$ cat src/rtl/clause_dispatch_fifo.sv
// Clause buffer feeding the clause arbiter. It accepts one clause per cycle and presents the
// oldest min(count, NUM_ENGINE) clauses as a window. It retires up to that many clauses per cycle.
module clause_dispatch_fifo #(
  parameter int unsigned NUM_ENGINE    = 4,
  parameter int unsigned CLA_LENGTH    = 3,
  parameter int unsigned LIT_INDEX_MAX = 16,
  parameter int unsigned DEPTH         = 16,
  localparam int unsigned ELEM_W   = $clog2(LIT_INDEX_MAX) + 1,
  localparam int unsigned CLAUSE_W = CLA_LENGTH * ELEM_W,
  localparam int unsigned CNT_W    = $clog2(NUM_ENGINE) + 1,
  localparam int unsigned OCC_W    = $clog2(DEPTH) + 1
) (
  input  logic                           clock,
  input  logic                           reset,
  input  logic                           push_valid,
  input  logic [CLAUSE_W-1:0]            push_clause,
  output logic                           push_ready,
  input  logic                           flush,
  output logic [NUM_ENGINE*CLAUSE_W-1:0] clause_out,
  output logic [CNT_W-1:0]               clause_cnt_out,
  input  logic [CNT_W-1:0]               pop_cnt,
  output logic [OCC_W-1:0]               count,
  output logic                           empty,
  output logic                           full,
  output logic                           pop_err
);

  localparam int unsigned PTR_W = $clog2(DEPTH);

  logic [CLAUSE_W-1:0] mem [DEPTH];
  logic [PTR_W-1:0]    rd_ptr;
  logic [PTR_W-1:0]    wr_ptr;
  logic [CNT_W-1:0]    pop_eff;
  logic                pop_over;
  logic                push_fire;

  // Status flags come only from the occupancy register, so push_ready never depends on pop_cnt.
  assign empty      = (count == '0);
  assign full       = (count == OCC_W'(DEPTH));
  assign push_ready = ~full;
  assign push_fire  = push_valid & push_ready;

  // Window size, clamped pop and the over-pop error.
  always_comb begin
    clause_cnt_out = CNT_W'(NUM_ENGINE);
    if (count < OCC_W'(NUM_ENGINE)) begin
      clause_cnt_out = CNT_W'(count);
    end
    pop_over = (pop_cnt > clause_cnt_out);
    pop_eff  = pop_over ? clause_cnt_out : pop_cnt;
  end

  // Window lanes: lane 0 holds the oldest clause, and lanes past the valid count are zero.
  always_comb begin
    clause_out = '0;
    for (int unsigned i = 0; i < NUM_ENGINE; i++) begin
      if (CNT_W'(i) < clause_cnt_out) begin
        clause_out[i*CLAUSE_W +: CLAUSE_W] = mem[rd_ptr + PTR_W'(i)];
      end
    end
  end

  // Clause storage. No reset is needed because the window masks stale entries.
  always_ff @(posedge clock) begin
    if (!reset && !flush && push_fire) begin
      mem[wr_ptr] <= push_clause;
    end
  end

  // Pointers, occupancy and sticky error. Reset has priority over flush, and flush over push/pop.
  always_ff @(posedge clock) begin
    if (reset) begin
      rd_ptr  <= '0;
      wr_ptr  <= '0;
      count   <= '0;
      pop_err <= 1'b0;
    end else begin
      if (pop_over) begin
        pop_err <= 1'b1;
      end
      if (flush) begin
        rd_ptr <= '0;
        wr_ptr <= '0;
        count  <= '0;
      end else begin
        rd_ptr <= rd_ptr + PTR_W'(pop_eff);
        wr_ptr <= wr_ptr + PTR_W'(push_fire);
        count  <= count + OCC_W'(push_fire) - OCC_W'(pop_eff);
      end
    end
  end

endmodule

$ cat config.mk
export PLATFORM = sky130hd
export DESIGN_NAME = clause_dispatch_fifo
export DESIGN_NICKNAME = d
export VERILOG_FILES = /design/src/rtl/clause_dispatch_fifo.sv
export SDC_FILE = /design/constraint.sdc
export NUM_CORES = 1
export LEC_CHECK = 0
export CAP_MARGIN = 0
export CORE_MARGIN = 2
export CORE_UTILIZATION = 65
export CTS_CLUSTER_SIZE = 40
export DETAILED_ROUTE_END_ITERATION = 10
export MAX_ROUTING_LAYER = met4
export PLACE_DENSITY = 0.86
export SYNTH_ARGS = -nofsm -noshare
export SYNTH_HDL_FRONTEND = slang
export SYNTH_SLANG_ARGS = --single-unit
$ cat constraint.sdc
create_clock -name clock -period 6.6 [get_ports clock]
set_input_delay 0.66 -clock clock [delete_from_list [all_inputs] [get_ports clock]]
set_output_delay 0.66 -clock clock [all_outputs]
set_load 0.03 [all_outputs]
# [Word level (Yosys, flattened, before mapping)]
# Memory sizes are Yosys's and may differ from the RTL's. A register that Yosys moved wholly into a read port is not among the register bits.
# Index checks and enable logic that the tools add are counted.
[classes] reduce_logical=6 magnitude_cmp=6 add_sub_neg=7 n_eq_ne=1 mux=9 bitwise_logic=2
[ops] op="$mux W15" n=4
[ops] op="$add A4 B2 Y4 const B" n=2
[ops] op="$lt A1 B3 Y1 const A" n=2
[ops] op="$lt A2 B3 Y1 const A" n=2
[ops] op="$mux W3" n=2
[ops] op="$add A5 B1 Y5" n=1
[ops] op="$eq A5 B5 Y1 const B" n=1
[ops] op="$logic_not A5 Y1" n=1
[ops] op="$lt A5 B3 Y1 const B" n=1
[ops] op="$sub A5 B3 Y5" n=1
[ops] op="$add A4 B1 Y4" n=1
[ops] op="$add A4 B1 Y4 const B" n=1
[ops] op="$add A4 B3 Y4" n=1
[ops] op="$mux W4" n=1
[ops] op="$gt A3 B3 Y1" n=1
[ops] op="$logic_and A1 B1 Y1" n=2
[ops] op="$logic_not A1 Y1" n=2
[ops] op="$mux W1" n=2
[ops] op="$reduce_or A2 Y1" n=1
[ops] op="$and A1 B1 Y1" n=1
[ops] op="$not A1 Y1" n=1
[word_totals] out_inout_bits=72 inputBits=22 wordCells=36 memories=1 ff_bits=14 ram_bits=240
[memory_table] name="mem" words=16 word_bits=15 rd=4 rd_ports_with_merged_regs=1 wr=1 line="30" source="logic [CLAUSE_W-1:0] mem [DEPTH];"

# [Depth between registers and ports, before layout]
[logic_depth] word_depth=6 depth_mapped=17

# [Least setup slack after synthesis]
# No wires, ideal clock.
[synth_timing] path_type="register -> register" from="register count[4]" to="register count[4]" path_stages_with_launch=18 arrival_time_ns=3.494 slack_ns=2.974 t_required_ns=6.468 path_buffers=0 setup_ns=0.132 cell_sequence="dfxtp_1 inv_1 ha_1 and2b_1 nand2_1 ha_1 a21o_1 a21oi_1 mux2_2 ha_1 inv_1 ha_1 inv_1 fa_1 nor2b_1 o21a_1 or3_1 a21oi_1"
[synth_between] elab_chain_cells=5 word_cells_on_any_way=9
[synth_lines] item="start, declared" line="22" source="output logic [OCC_W-1:0] count,"
[synth_lines] item="start signal, assigned" line="88" source="count <= count + OCC_W'(push_fire) - OCC_W'(pop_eff);"
[synth_lines] item="$lt A5 B3 Y1 / $eq A5 B5 Y1 (equally long branches)" line="46, 39"
[synth_lines] item="$mux W3 / $not A1 Y1 (equally long branches)" line="46, 40"
[synth_lines] item="$gt A3 B3 Y1 / $and A1 B1 Y1 (equally long branches)" line="49, 41"
[synth_lines] item="$mux W3 / $add A5 B1 Y5 (equally long branches)" line="50, 88"
[synth_lines] item="$sub A5 B3 Y5 (*)" line="88"
# Mark *: on every way between the ends. The rest lies on a longest branch, timed or not.
# A chain may end at the register's enable or synchronous reset.

# [Worst setup path after layout]
[layout_timing] from="register rd_ptr[1]" to="output clause_out[25]"
[layout_between] elab_chain_cells=3
[layout_lines] item="start, declared" line="31" source="logic [PTR_W-1:0] rd_ptr;"
[layout_lines] item="start signal, assigned" line="86" source="rd_ptr <= rd_ptr + PTR_W'(pop_eff);"
[layout_lines] item="$add A4 B1 Y4" line="58" source="clause_out[i*CLAUSE_W +: CLAUSE_W] = mem[rd_ptr + PTR_W'(i)];"
[layout_lines] item="$mem_v2 Z16 W15"
[layout_lines] item="$mux W15" line="57" source="if (CNT_W'(i) < clause_cnt_out) begin"
[layout_lines] item="end, declared" line="19" source="output logic [NUM_ENGINE*CLAUSE_W-1:0] clause_out,"
# Every way passes these cells.

==> flow_metrics.py <==
metrics = {
    "timing": {
        "finalMaxSlewViolations": 0,
        "period_share_pct": 82.1,
        "fin_skew_ps": 7.44,
        "hold_viol_final": 0,
        "max_freq_ghz": 0.184,
        "finalSetupViolations": 0,
        "slew_headroom_pct": 6.60,
        "setup_tns_ps": 0,
        "worst_slew_pin_slew_ps": 1400,
        "rsz0062_at_grt": "false",
        "period_needed_ps": 5420,
        "final.setup.worst_slack_ps": 1180,
    },
    "cts": {
        "htreeDepth": 1,
        "cts-resized-gates": 0,
        "tritoncts.num_buffers": 26,
        "cts_buffer_depth": 3,
        "clock_latency_ps": 530,
        "clock-sinks": 254,
        "cts_setup_buffers": 0,
        "root_buffer": "clkbuf_16",
        "hold_buffers": 0,
        "path_clk_slew_ps": 60,
        "tritoncts": "done",
    },
    "logic_synthesis": {
        "synth.ff_latch_count": 254,
        "syn_nets": 915,
        "synth.area.top_cells": "edfxtp_1 47%, mux4_2 31%, mux2i_1 9.9%",
        "avgSynthCellArea_sq_um": 17.7,
        "yosysMostFrequentCell": "edfxtp_1",
        "yosysTopAreaCell": "edfxtp_1",
        "synth-main-ff-cell": "edfxtp_1",
        "synth_cell_type_count": 42,
        "synth_top_area_share_pct": 46.8,
        "synth_common_cells": "240 x edfxtp_1, 210 x mux4_2, 152 x mux2i_1, 60 x o22ai_1, 37 x buf_2",
        "yosys_warnings": 0,
        "syn_area_sq_um": 15400,
        "seq_area_frac_synth_pct": 48.6,
        "synthCells": 872,
        "synth_edf_count": 240,
        "synthArstFlopShare_pct": 0,
    },
    "global_route": {
        "globalRouteOverflowTotal": 0,
        "antenna_found_initial": 1,
        "grt_use_total_pct": 34.7,
        "grt_max_degree": 132,
        "grt_pass1_wl_mm": 60.6,
        "grt_pass1_vias": 9897,
    },
    "floorplanning": {
        "core_area_sq_um": 23300,
        "row_count": 56,
        "die_x_um": 158,
        "die_area_sq_um": 24900,
        "initial_core_util_pct": 66.0,
        "die_h_um": 158,
        "io_pins": 94,
    },
    "worst_setup_path": {
        "startpoint_type": "flip-flop",
        "r2r-end": "count[4]",
        "cp-end-kind": "output port",
        "crit_top_cell": "buf_4",
        "crit_buf_inv": 5,
        "cp.required_ps": 5940,
        "reg2reg_slack_ps": 2920,
        "timing.rr.start": "count[3]",
        "critPathTopFamily": "buffers and inverters",
        "crit_fanout": 36,
        "critPathArrivalTime_ps": 4760,
        "worstRegToRegCells": 17,
        "worstSetupPathType": "flip-flop to output port",
        "crit_chain": "buf_4, inv_2, buf_4, ha_4, buf_4, mux4_2, mux2i_1, o22ai_1, clkdlybuf4s50_1",
        "cp_slowest_cell": "ha_4",
        "slowest_delay_ps": 670,
    },
    "placed_design": {
        "dp_slack_ps": 1810,
        "portBuffers": 93,
        "dp_hpwl_mm": 24.8,
        "placed_cells": 1238,
        "gp_congestion": 0.873,
    },
    "cells_and_area": {
        "nFillCells": 1327,
        "nets": 990,
        "drive_above_1_share_pct": 32.7,
        "finalNonFillerCells": 1287,
        "seqCellArea_sq_um": 7490,
        "areaGrowthSynthToFinish_pct": 14.5,
        "multi_input_area_sq_um": 7580,
    },
    "route": {
        "wl_per_cell_um": 31.4,
        "routed_wirelength_mm": 40.4,
        "dr.pass1.iters": 7,
        "avgViaCountPerCell": 7.71,
        "via_count": 9925,
        "drc": 0,
        "drt_iter0_markers": 1157,
        "ant_nets": 0,
    },
    "power": {
        "p_leak_nw": 5.63,
        "power_density_nw_per_um2": 415,
        "max-vdd-ir-drop_mv": 0.431,
    },
    "worst_hold_path": {
        "hold_path_end": "pop_err",
        "min_delay_path_depth": 1,
        "hold_start": "pop_err",
        "min_path_type": "flip-flop to flip-flop",
    },
    "status": {
        "outcome": "finished clean",
    },
    "flow_run": {
        "maxCapViolCount": 0,
    },
}
-- final cells by class --
| cell class | count | area share, % |
|---|---|---|
| inverter | 15 | 0.319 |
| antenna | 1 | 0.0142 |
| sequential | 254 | 42.5 |
| clock inverter | 14 | 0.951 |
| tap | 319 | 2.26 |
| clock buffer | 34 | 4.39 |
| multi-input combinational | 531 | 43.0 |
| timing repair buffer | 119 | 6.53 |
-- routing by layer --
layer | up-vias | routed length, um | track usage (%)
met4 | 0 | 1700 | 12.3
met3 | 155 | 5690 | 11.1
met2 | 786 | 19000 | 51.7
met1 | 5038 | 14100 | 46.0
li1 | 3946 | - | -
met5 | - | 0 | -
-- stage by stage --
| step | util (%) | total power, mW | cell area (sq um) | hold slack [ps] |
|---|---|---|---|---|
| floorplan | - | 4.57 | 15400 | 527 |
| global placement | 71.5 | 5.65 | 16700 | 464 |
| detailed placement | 71.5 | 5.71 | 16700 | 474 |
| CTS | 75.5 | 7.30 | 17600 | 489 |
| global route | 75.5 | 7.58 | 17600 | 503 |
| finish | 75.5 | 7.32 | 17600 | 483 |
-- where the power goes --
| group | total (mW) | internal, mW | switching (mW) |
|---|---|---|---|
| registers | 1.87 | 1.79 | 0.0831 |
| clock network | 1.57 | 0.948 | 0.626 |
| logic | 3.87 | 1.75 | 2.12 |
| total | 7.32 | 4.49 | 2.83 |
-- state kept, by name (all words and copies together), names as in the netlist --
name and flops:
pop_err 1, wr_ptr 4, mem 240, rd_ptr 4, count 5
-- placed cells by master, fill, tap and decap left out, drive strengths merged, types with 8 or more instances in the layout --
cell type	netlist	layout
buf	59	26
dfxtp	14	14
clkdlybuf4s50	0	93
inv	15	15
nand2	8	8
edfxtp	240	240
clkbuf	13	34
mux4	210	210
mux2i	152	152
nor2	20	20
ha	19	19
o22ai	60	60
-- cells by family after synthesis --
logic type / after synthesis / share of synthesized area (%)
mux: 365 / 40.8
flops: 254 / 48.6
buf+inv: 87 / 2.98
compound gates: 79 / 3.27
simple gates: 55 / 1.85
fa+ha+maj: 21 / 1.80
xor+xnor: 11 / 0.626
-- how the worst max path moves through the flow --
stage | start | cells past startpoint | endpoint | slack (ps)
finish | rd_ptr[1] | 9 | clause_out[25] | 1180
global route | rd_ptr[1] | 9 | clause_out[27] | 970
global placement | rd_ptr[1] | 9 | clause_out[26] | 1880
CTS | rd_ptr[1] | 9 | clause_out[25] | 1180
floorplan | count[4] | 17 | count[4] | 2970
detailed placement | rd_ptr[1] | 9 | clause_out[26] | 1810
No activity file was read; power rests on OpenSTA's default activity.
